**src/rtl/mem_port_arbiter_pkg.sv**
```systemverilog
// Shared definitions for the RAM port arbiter: default widths, requester IDs, FSM states.
// Requester IDs double as bit positions in the request/grant/ack vectors.
package mem_port_arbiter_pkg;

   localparam int DATA_W_DEF = 16;
   localparam int ADDR_W_DEF = 7;
   localparam int NUM_REQ    = 3;
   localparam int CNT_W      = 4;

   typedef enum logic [1:0] {
      RID_IF = 2'd0,
      RID_DT = 2'd1,
      RID_DB = 2'd2
   } req_id_e;

   typedef enum logic [1:0] {
      ST_IDLE  = 2'd0,
      ST_ISSUE = 2'd1,
      ST_WAIT  = 2'd2,
      ST_RESP  = 2'd3
   } arb_state_e;

   function automatic logic [NUM_REQ-1:0] id_to_onehot(input req_id_e id);
      logic [NUM_REQ-1:0] v;
      v = '0;
      v[id] = 1'b1;
      return v;
   endfunction

endpackage

```
**src/rtl/mem_port_arbiter_if.sv**
```systemverilog
// Request/grant/ack bundle for the three RAM requesters plus the RAM-facing signals.
// slave = arbiter side, master = requesters and RAM.
interface mem_port_arbiter_if #(
   parameter int DATA_W = 16,
   parameter int ADDR_W = 7
);
   logic              req_db;
   logic              req_dt;
   logic              req_if;
   logic              we_db;
   logic              we_dt;
   logic [ADDR_W-1:0] addr_db;
   logic [ADDR_W-1:0] addr_dt;
   logic [ADDR_W-1:0] addr_if;
   logic [DATA_W-1:0] wdata_db;
   logic [DATA_W-1:0] wdata_dt;
   logic              gnt_db;
   logic              gnt_dt;
   logic              gnt_if;
   logic              ack_db;
   logic              ack_dt;
   logic              ack_if;
   logic [DATA_W-1:0] rdata;
   logic              busy;
   logic [ADDR_W-1:0] mem_addr;
   logic [DATA_W-1:0] mem_data;
   logic              mem_wren;
   logic [DATA_W-1:0] mem_q;

   modport slave (
      input  req_db, req_dt, req_if, we_db, we_dt,
      input  addr_db, addr_dt, addr_if, wdata_db, wdata_dt,
      input  mem_q,
      output gnt_db, gnt_dt, gnt_if, ack_db, ack_dt, ack_if,
      output rdata, busy, mem_addr, mem_data, mem_wren
   );

   modport master (
      output req_db, req_dt, req_if, we_db, we_dt,
      output addr_db, addr_dt, addr_if, wdata_db, wdata_dt,
      output mem_q,
      input  gnt_db, gnt_dt, gnt_if, ack_db, ack_dt, ack_if,
      input  rdata, busy, mem_addr, mem_data, mem_wren
   );

endinterface

```
**src/rtl/arb_priority_sel.sv**
```systemverilog
// Combinational fixed-priority pick DB > DT > IF, overridden in favour of IF when the
// starvation guard fires. Zero latency; winner is all-zero when nobody requests.
module arb_priority_sel
   import mem_port_arbiter_pkg::*;
(
   input  logic [NUM_REQ-1:0] req,
   input  logic               force_if,
   output logic [NUM_REQ-1:0] win,
   output logic               win_vld
);

   req_id_e win_id;

   always_comb begin
      win_id  = RID_IF;
      win_vld = |req;
      if (force_if && req[RID_IF]) begin
         win_id = RID_IF;
      end else if (req[RID_DB]) begin
         win_id = RID_DB;
      end else if (req[RID_DT]) begin
         win_id = RID_DT;
      end else begin
         win_id = RID_IF;
      end
      win = win_vld ? id_to_onehot(win_id) : '0;
   end

endmodule

```
**src/rtl/mem_port_arbiter.sv**
```systemverilog
// Arbitrates DB/DT/IF onto a single-port synchronous RAM; grant 1 cycle after request,
// ack 2 (write) or 3 (read) cycles after; losers simply keep req high until served.
module mem_port_arbiter
   import mem_port_arbiter_pkg::*;
#(
   parameter int DATA_W       = DATA_W_DEF,
   parameter int ADDR_W       = ADDR_W_DEF,
   parameter int STARVE_LIMIT = 4
) (
   input  logic                clock,
   input  logic                resetn,
   mem_port_arbiter_if.slave   bus
);

   localparam logic [CNT_W-1:0] STARVE_MAX = CNT_W'(STARVE_LIMIT);

   arb_state_e         state_q, state_d;
   logic [NUM_REQ-1:0] gnt_q, gnt_d;
   logic [NUM_REQ-1:0] ack_q, ack_d;
   logic               we_q, we_d;
   logic               busy_q, busy_d;
   logic               mem_wren_q, mem_wren_d;
   logic [ADDR_W-1:0]  mem_addr_q, mem_addr_d;
   logic [DATA_W-1:0]  mem_data_q, mem_data_d;
   logic [DATA_W-1:0]  rdata_q, rdata_d;
   logic [CNT_W-1:0]   starve_cnt_q, starve_cnt_d;

   logic [NUM_REQ-1:0] req_vec;
   logic [NUM_REQ-1:0] win;
   logic               win_vld;
   logic               force_if;

   always_comb begin
      req_vec         = '0;
      req_vec[RID_DB] = bus.req_db;
      req_vec[RID_DT] = bus.req_dt;
      req_vec[RID_IF] = bus.req_if;
   end

   assign force_if = (starve_cnt_q == STARVE_MAX);

   arb_priority_sel u_sel (
      .req      (req_vec),
      .force_if (force_if),
      .win      (win),
      .win_vld  (win_vld)
   );

   always_comb begin
      state_d      = state_q;
      gnt_d        = gnt_q;
      ack_d        = '0;
      we_d         = we_q;
      mem_wren_d   = 1'b0;
      mem_addr_d   = mem_addr_q;
      mem_data_d   = mem_data_q;
      rdata_d      = rdata_q;
      starve_cnt_d = starve_cnt_q;

      case (state_q)
         ST_IDLE: begin
            if (win_vld) begin
               state_d = ST_ISSUE;
               gnt_d   = win;
               if (win[RID_DB]) begin
                  mem_addr_d = bus.addr_db;
                  mem_data_d = bus.wdata_db;
                  we_d       = bus.we_db;
               end else if (win[RID_DT]) begin
                  mem_addr_d = bus.addr_dt;
                  mem_data_d = bus.wdata_dt;
                  we_d       = bus.we_dt;
               end else begin
                  mem_addr_d = bus.addr_if;
                  we_d       = 1'b0;
               end
               mem_wren_d = we_d;
            end
            // Count only arbitrations IF lost while it was actually asking.
            if (!bus.req_if || win[RID_IF]) begin
               starve_cnt_d = '0;
            end else if (starve_cnt_q != STARVE_MAX) begin
               starve_cnt_d = starve_cnt_q + 1'b1;
            end
         end
         ST_ISSUE: begin
            if (we_q) begin
               state_d = ST_RESP;
               ack_d   = gnt_q;
            end else begin
               state_d = ST_WAIT;
            end
         end
         ST_WAIT: begin
            rdata_d = bus.mem_q;
            ack_d   = gnt_q;
            state_d = ST_RESP;
         end
         ST_RESP: begin
            gnt_d   = '0;
            state_d = ST_IDLE;
         end
         default: begin
            gnt_d   = '0;
            state_d = ST_IDLE;
         end
      endcase

      busy_d = (state_d != ST_IDLE);
   end

   always_ff @(posedge clock) begin
      if (!resetn) begin
         state_q      <= ST_IDLE;
         gnt_q        <= '0;
         ack_q        <= '0;
         we_q         <= 1'b0;
         busy_q       <= 1'b0;
         mem_wren_q   <= 1'b0;
         mem_addr_q   <= '0;
         mem_data_q   <= '0;
         rdata_q      <= '0;
         starve_cnt_q <= '0;
      end else begin
         state_q      <= state_d;
         gnt_q        <= gnt_d;
         ack_q        <= ack_d;
         we_q         <= we_d;
         busy_q       <= busy_d;
         mem_wren_q   <= mem_wren_d;
         mem_addr_q   <= mem_addr_d;
         mem_data_q   <= mem_data_d;
         rdata_q      <= rdata_d;
         starve_cnt_q <= starve_cnt_d;
      end
   end

   assign bus.gnt_db   = gnt_q[RID_DB];
   assign bus.gnt_dt   = gnt_q[RID_DT];
   assign bus.gnt_if   = gnt_q[RID_IF];
   assign bus.ack_db   = ack_q[RID_DB];
   assign bus.ack_dt   = ack_q[RID_DT];
   assign bus.ack_if   = ack_q[RID_IF];
   assign bus.rdata    = rdata_q;
   assign bus.busy     = busy_q;
   assign bus.mem_addr = mem_addr_q;
   assign bus.mem_data = mem_data_q;
   assign bus.mem_wren = mem_wren_q;

endmodule

```
**src/flat_wrapper.sv**
```systemverilog
// flat-port wrapper written by rule: the top's interface ports become plain ports
module mem_port_arbiter_flat import mem_port_arbiter_pkg::*;
#(
   parameter int DATA_W       = DATA_W_DEF,
   parameter int ADDR_W       = ADDR_W_DEF,
   parameter int STARVE_LIMIT = 4
)
  (clock, resetn, bus_req_db, bus_req_dt, bus_req_if, bus_we_db, bus_we_dt, bus_addr_db, bus_addr_dt, bus_addr_if, bus_wdata_db, bus_wdata_dt, bus_mem_q, bus_gnt_db, bus_gnt_dt, bus_gnt_if, bus_ack_db, bus_ack_dt, bus_ack_if, bus_rdata, bus_busy, bus_mem_addr, bus_mem_data, bus_mem_wren);
  mem_port_arbiter_if #(.DATA_W(DATA_W), .ADDR_W(ADDR_W)) bus_i ();
  input  logic clock;
  input  logic resetn;
  input wire logic [$bits(bus_i.req_db)-1:0] bus_req_db;
  input wire logic [$bits(bus_i.req_dt)-1:0] bus_req_dt;
  input wire logic [$bits(bus_i.req_if)-1:0] bus_req_if;
  input wire logic [$bits(bus_i.we_db)-1:0] bus_we_db;
  input wire logic [$bits(bus_i.we_dt)-1:0] bus_we_dt;
  input wire logic [$bits(bus_i.addr_db)-1:0] bus_addr_db;
  input wire logic [$bits(bus_i.addr_dt)-1:0] bus_addr_dt;
  input wire logic [$bits(bus_i.addr_if)-1:0] bus_addr_if;
  input wire logic [$bits(bus_i.wdata_db)-1:0] bus_wdata_db;
  input wire logic [$bits(bus_i.wdata_dt)-1:0] bus_wdata_dt;
  input wire logic [$bits(bus_i.mem_q)-1:0] bus_mem_q;
  output wire logic [$bits(bus_i.gnt_db)-1:0] bus_gnt_db;
  output wire logic [$bits(bus_i.gnt_dt)-1:0] bus_gnt_dt;
  output wire logic [$bits(bus_i.gnt_if)-1:0] bus_gnt_if;
  output wire logic [$bits(bus_i.ack_db)-1:0] bus_ack_db;
  output wire logic [$bits(bus_i.ack_dt)-1:0] bus_ack_dt;
  output wire logic [$bits(bus_i.ack_if)-1:0] bus_ack_if;
  output wire logic [$bits(bus_i.rdata)-1:0] bus_rdata;
  output wire logic [$bits(bus_i.busy)-1:0] bus_busy;
  output wire logic [$bits(bus_i.mem_addr)-1:0] bus_mem_addr;
  output wire logic [$bits(bus_i.mem_data)-1:0] bus_mem_data;
  output wire logic [$bits(bus_i.mem_wren)-1:0] bus_mem_wren;
  assign bus_i.req_db = bus_req_db;
  assign bus_i.req_dt = bus_req_dt;
  assign bus_i.req_if = bus_req_if;
  assign bus_i.we_db = bus_we_db;
  assign bus_i.we_dt = bus_we_dt;
  assign bus_i.addr_db = bus_addr_db;
  assign bus_i.addr_dt = bus_addr_dt;
  assign bus_i.addr_if = bus_addr_if;
  assign bus_i.wdata_db = bus_wdata_db;
  assign bus_i.wdata_dt = bus_wdata_dt;
  assign bus_i.mem_q = bus_mem_q;
  assign bus_gnt_db = bus_i.gnt_db;
  assign bus_gnt_dt = bus_i.gnt_dt;
  assign bus_gnt_if = bus_i.gnt_if;
  assign bus_ack_db = bus_i.ack_db;
  assign bus_ack_dt = bus_i.ack_dt;
  assign bus_ack_if = bus_i.ack_if;
  assign bus_rdata = bus_i.rdata;
  assign bus_busy = bus_i.busy;
  assign bus_mem_addr = bus_i.mem_addr;
  assign bus_mem_data = bus_i.mem_data;
  assign bus_mem_wren = bus_i.mem_wren;
  mem_port_arbiter #(.DATA_W(DATA_W), .ADDR_W(ADDR_W), .STARVE_LIMIT(STARVE_LIMIT)) u_core (.clock(clock), .resetn(resetn), .bus(bus_i));
endmodule
```
**config.mk**
```make
export PLATFORM = sky130hd
export DESIGN_NAME = mem_port_arbiter_flat
export DESIGN_NICKNAME = d
export VERILOG_FILES = /design/src/rtl/mem_port_arbiter_pkg.sv /design/src/rtl/mem_port_arbiter_if.sv /design/src/rtl/arb_priority_sel.sv /design/src/rtl/mem_port_arbiter.sv /design/src/flat_wrapper.sv
export SDC_FILE = /design/constraint.sdc
export NUM_CORES = 1
export LEC_CHECK = 0
export ABC_AREA = 1
export BUFFER_PORTS_ARGS = -buffer_cell sky130_fd_sc_hd__buf_2
export CAP_MARGIN = 40
export CORE_ASPECT_RATIO = 0.8
export CORE_MARGIN = 4
export CORE_UTILIZATION = 52
export CTS_BUF_LIST = sky130_fd_sc_hd__clkbuf_4 sky130_fd_sc_hd__clkbuf_8
export CTS_CLUSTER_DIAMETER = 40
export CTS_CLUSTER_SIZE = 25
export DETAILED_ROUTE_END_ITERATION = 12
export PLACE_DENSITY = 0.88
export SYNTH_ARGS = -nofsm -noshare
export SYNTH_HDL_FRONTEND = slang
export SYNTH_SLANG_ARGS = --single-unit
```
**constraint.sdc**
```tcl
create_clock -name clock -period 3.74 [get_ports clock]
set_clock_uncertainty 0.05 [all_clocks]
set_input_delay 0.561 -clock clock [delete_from_list [all_inputs] [get_ports clock]]
set_output_delay 0.561 -clock clock [all_outputs]
set_load 0.02 [all_outputs]
```
==> impl_results.md <==
- Max Root-Sink Buffers: 2
- Yosys reg bits: 54
- Nets: ~590
- Outcome: finished, final reports clean
- Top post-synthesis cells by area: dfxtp_1 (41%), nand2_1 (14%), nor2_1 (11%)
- Clock transition at path regs: 0.10 ns
- Sequential share of power: 0.417
- Internal power: roughly 1.1 mW
- Hold EP: u_core.ack_q[1]
- Share of layout cells above drive strength 1: 0.273
- Top FF cell, synth: dfxtp_1
- Cell with the most instances after synthesis: nand2_1
- Die height: 71.7 um
- DRT iter0 DRCs: between 100 and 150
- FFs w/ async S/R, synth: 0
- Relative slew slack: 0.494
- Sw Ratio: 0.414
- Vias in the first global route: 2450
- Least-Margin Pin Slew: 0.756 ns
- First-pass GRT wire length: 10600 um
- Reg2Reg Depth: 8
- Routed WL per cell: 11.3 um
- Remaining Overflow, GRT: 0
- Required @ worst endpoint: 3.95 ns
- Worst setup SP type: flop
- Share of the synthesized area in the top cell type: 0.410
- Distinct cells, synth: 22
- Mapped Cells: just under 400
- R2R Setup Slk: 1.60 ns
- H-tree levels: 2
- Worst setup path class: reg2reg
- # rows: 22
- Comb pwr share: 0.417
- Die Wd: between 80 and 90 um
- Setup TNS: 0 ns
- Final hold vios: 0
- Min cycle time layout: 2.14 ns
- Fin crit share: 0.573
- Drt drc: 0
- Slew Limit Fails: 0
- Post-CTS setup buffer count: 0
- Worst vdd ir: just over 0.0003 V
- Port bufs: 122
- Cell Area, Synth: 0.00264 mm^2
- Cell area power density: 584 mW/mm^2
- Initial antenna violation count: 0
- Synth cell count leaders: nand2_1 (96), nor2_1 (74), dfxtp_1 (54)
- Final WL: 6400 um
- Peak Freq: 467 MHz
- Clock share of power: 0.166
- Critical path's most frequent cell: nand2_1
- First-pass detailed-route iteration total: 4
- CP max-delay cell: clkinv_1
- Syn_area_per_cell: about 6.7 um^2
- CP Capture Type: flop
- RR Startpoint: u_core.state_q[0]
- Die ar.: 0.00628 mm^2
- Worst hold slack: 0.409 ns
- Hold path depth: 2
- RSZ-0062 raised after global routing: no
- Ports: around 120
- Routed vias: 2718
- Yosys warnings: 0
- Class of the worst hold path: reg2reg
- Syn Nets: 478
- Post-cts sizing count: 0
- Net switching power figure: 792 uW
- Cts hold-fix bufs: 0
- Cell type with the largest total area after synthesis: dfxtp_1
- CP Cell Sequence: inv_1 > ha_1 > clkinv_1 > nand2_1 > inv_1 > o21ai_0 > nand2_1 > nand2_1
- Largest net degree at the start of global routing: 46
- CTS Root Cell: clkbuf_8
- Dpl hpwl: between 4000 and 5000 um
- CP max FO: 17
- TritonCTS clock tree: yes
- Leak: 1.92 nW
- Initial Utilization: 0.557
- P&R area growth vs syn: 24.5%
- Sequential share of the synthesized area: 0.410
- CTS buffer count: 5
- Clk sinks: 54
- Core Box Area: 0.00473 mm^2
- Total GRT Usage: 0.208
- Crit path largest cell delay: 0.51 ns
- GPL Wtd Cong: 0.800
- Hold Crit Start: u_core.gnt_q[1]
- Vias per std cell: about 4.8
- Latest clock arrival within the worst-skew pair: 0.31 ns
- CP Data Arrival Time: 2.35 ns
- EDFF count, synth: 0
- Worst reg2reg path endpoint: u_core.bus.busy
- Max Cap Viol: 0
- Diode count: 0
- Endpoints failing setup: 0
- ANT nets after route: 0
cells by family after synthesis:
| kind of cell | Yosys count | synth area share |
|---|---|---|
| AO/OA/AOI/OAI | 38 | 0.0793 |
| XOR/XNOR | 3 | 0.00997 |
| adder cells (fa/ha/maj) | 6 | 0.0285 |
| buffers and inverters | 73 | 0.127 |
| flip-flops | 54 | 0.410 |
| AND/OR/NAND/NOR | 222 | 0.345 |
cells in the final DEF, fill, tap and decap left out:
cell / instances
nand2_2: 3
dfxtp_1: 54
clkbuf_8: 5
o211ai_1: 1
ha_1: 6
a21oi_1: 10
inv_2: 2
buf_4: 1
xnor2_1: 1
xor2_1: 2
buf_2: 122
nand4_1: 1
clkinv_4: 1
nand3_1: 47
clkinv_2: 1
clkinv_1: 1
nor2_4: 1
nor2_1: 74
nand2_1: 96
o211ai_4: 1
inv_1: 49
clkinvlp_4: 1
o21ai_0: 26
metal layers:
layer  track usage  routed length (um)  vias up
met1         0.271                2720     1167
met2         0.339                2950      114
met5             0                   0        -
met3        0.0506                 647        8
met4        0.0664                  85        0
li1              -                   -     1429
final cells by class:
| class | instances | area, um^2 |
|---|---|---|
| flip-flops and latches | 54 | 1080 |
| clock buffers | 5 | 68.8 |
| multi-input cells | 269 | 1220 |
| inverters | 52 | 195 |
| well taps | 60 | 75.1 |
| repair buffers | 123 | 618 |
| clock inverters | 3 | 21.3 |
| fillers | 445 | 1460 |
how the worst max path moves through the flow:
| stage | start | end | slack, ns |
|---|---|---|---|
| floorplan | u_core.starve_cnt_q[0] | u_core.bus.mem_data[10] | 2.30 |
| global placement | bus_req_db | u_core.bus.mem_data[10] | 1.68 |
| detailed placement | u_core.state_q[0] | u_core.bus.busy | 1.63 |
| CTS | u_core.state_q[0] | u_core.bus.busy | 1.61 |
| global route | u_core.state_q[0] | u_core.bus.busy | 1.27 |
| finish | u_core.state_q[0] | u_core.bus.busy | 1.60 |
critical path, delay by kind of cell, from the launching register on:
kind,cells,cell delay [ns]
flip-flops,1,0.35
AO/OA/AOI/OAI,1,0.16
adder cells (fa/ha/maj),1,0.46
buffers and inverters,3,0.71
AND/OR/NAND/NOR,3,0.38
flip-flops by register name, indices dropped and copies added, names as in the netlist:
| name | count |
|---|---|
| u_core.bus.busy | 1 |
| u_core.starve_cnt_q | 4 |
| u_core.bus.mem_data | 16 |
| u_core.bus.mem_wren | 1 |
| u_core.state_q | 2 |
| u_core.we_q | 1 |
| u_core.bus.rdata | 16 |
| u_core.gnt_q | 3 |
| u_core.ack_q | 3 |
| u_core.bus.mem_addr | 7 |
stage by stage:
stage               area (um^2)  cells   util  worst slack (ns)  power [mW]
floorplan                  2640    396      -              2.30        1.39
global placement           3190    558  0.674              1.68        1.59
detailed placement         3190    558  0.674              1.63        1.61
CTS                        3280    566  0.693              1.61        1.93
global route               3280    566  0.693              1.27        2.07
finish                     3280    566  0.693              1.60        1.92
power groups by stage:
stage	sequential [mW]	clock [mW]	combinational, mW
3_5_place_dp	0.809	0	0.803
4_1_cts	0.798	0.327	0.805
6_report	0.798	0.318	0.799
5_1_grt	0.815	0.352	0.905
2_1_floorplan	0.961	0	0.428
3_3_place_gp	0.806	0	0.782
Power figures use the tool's default switching activity.
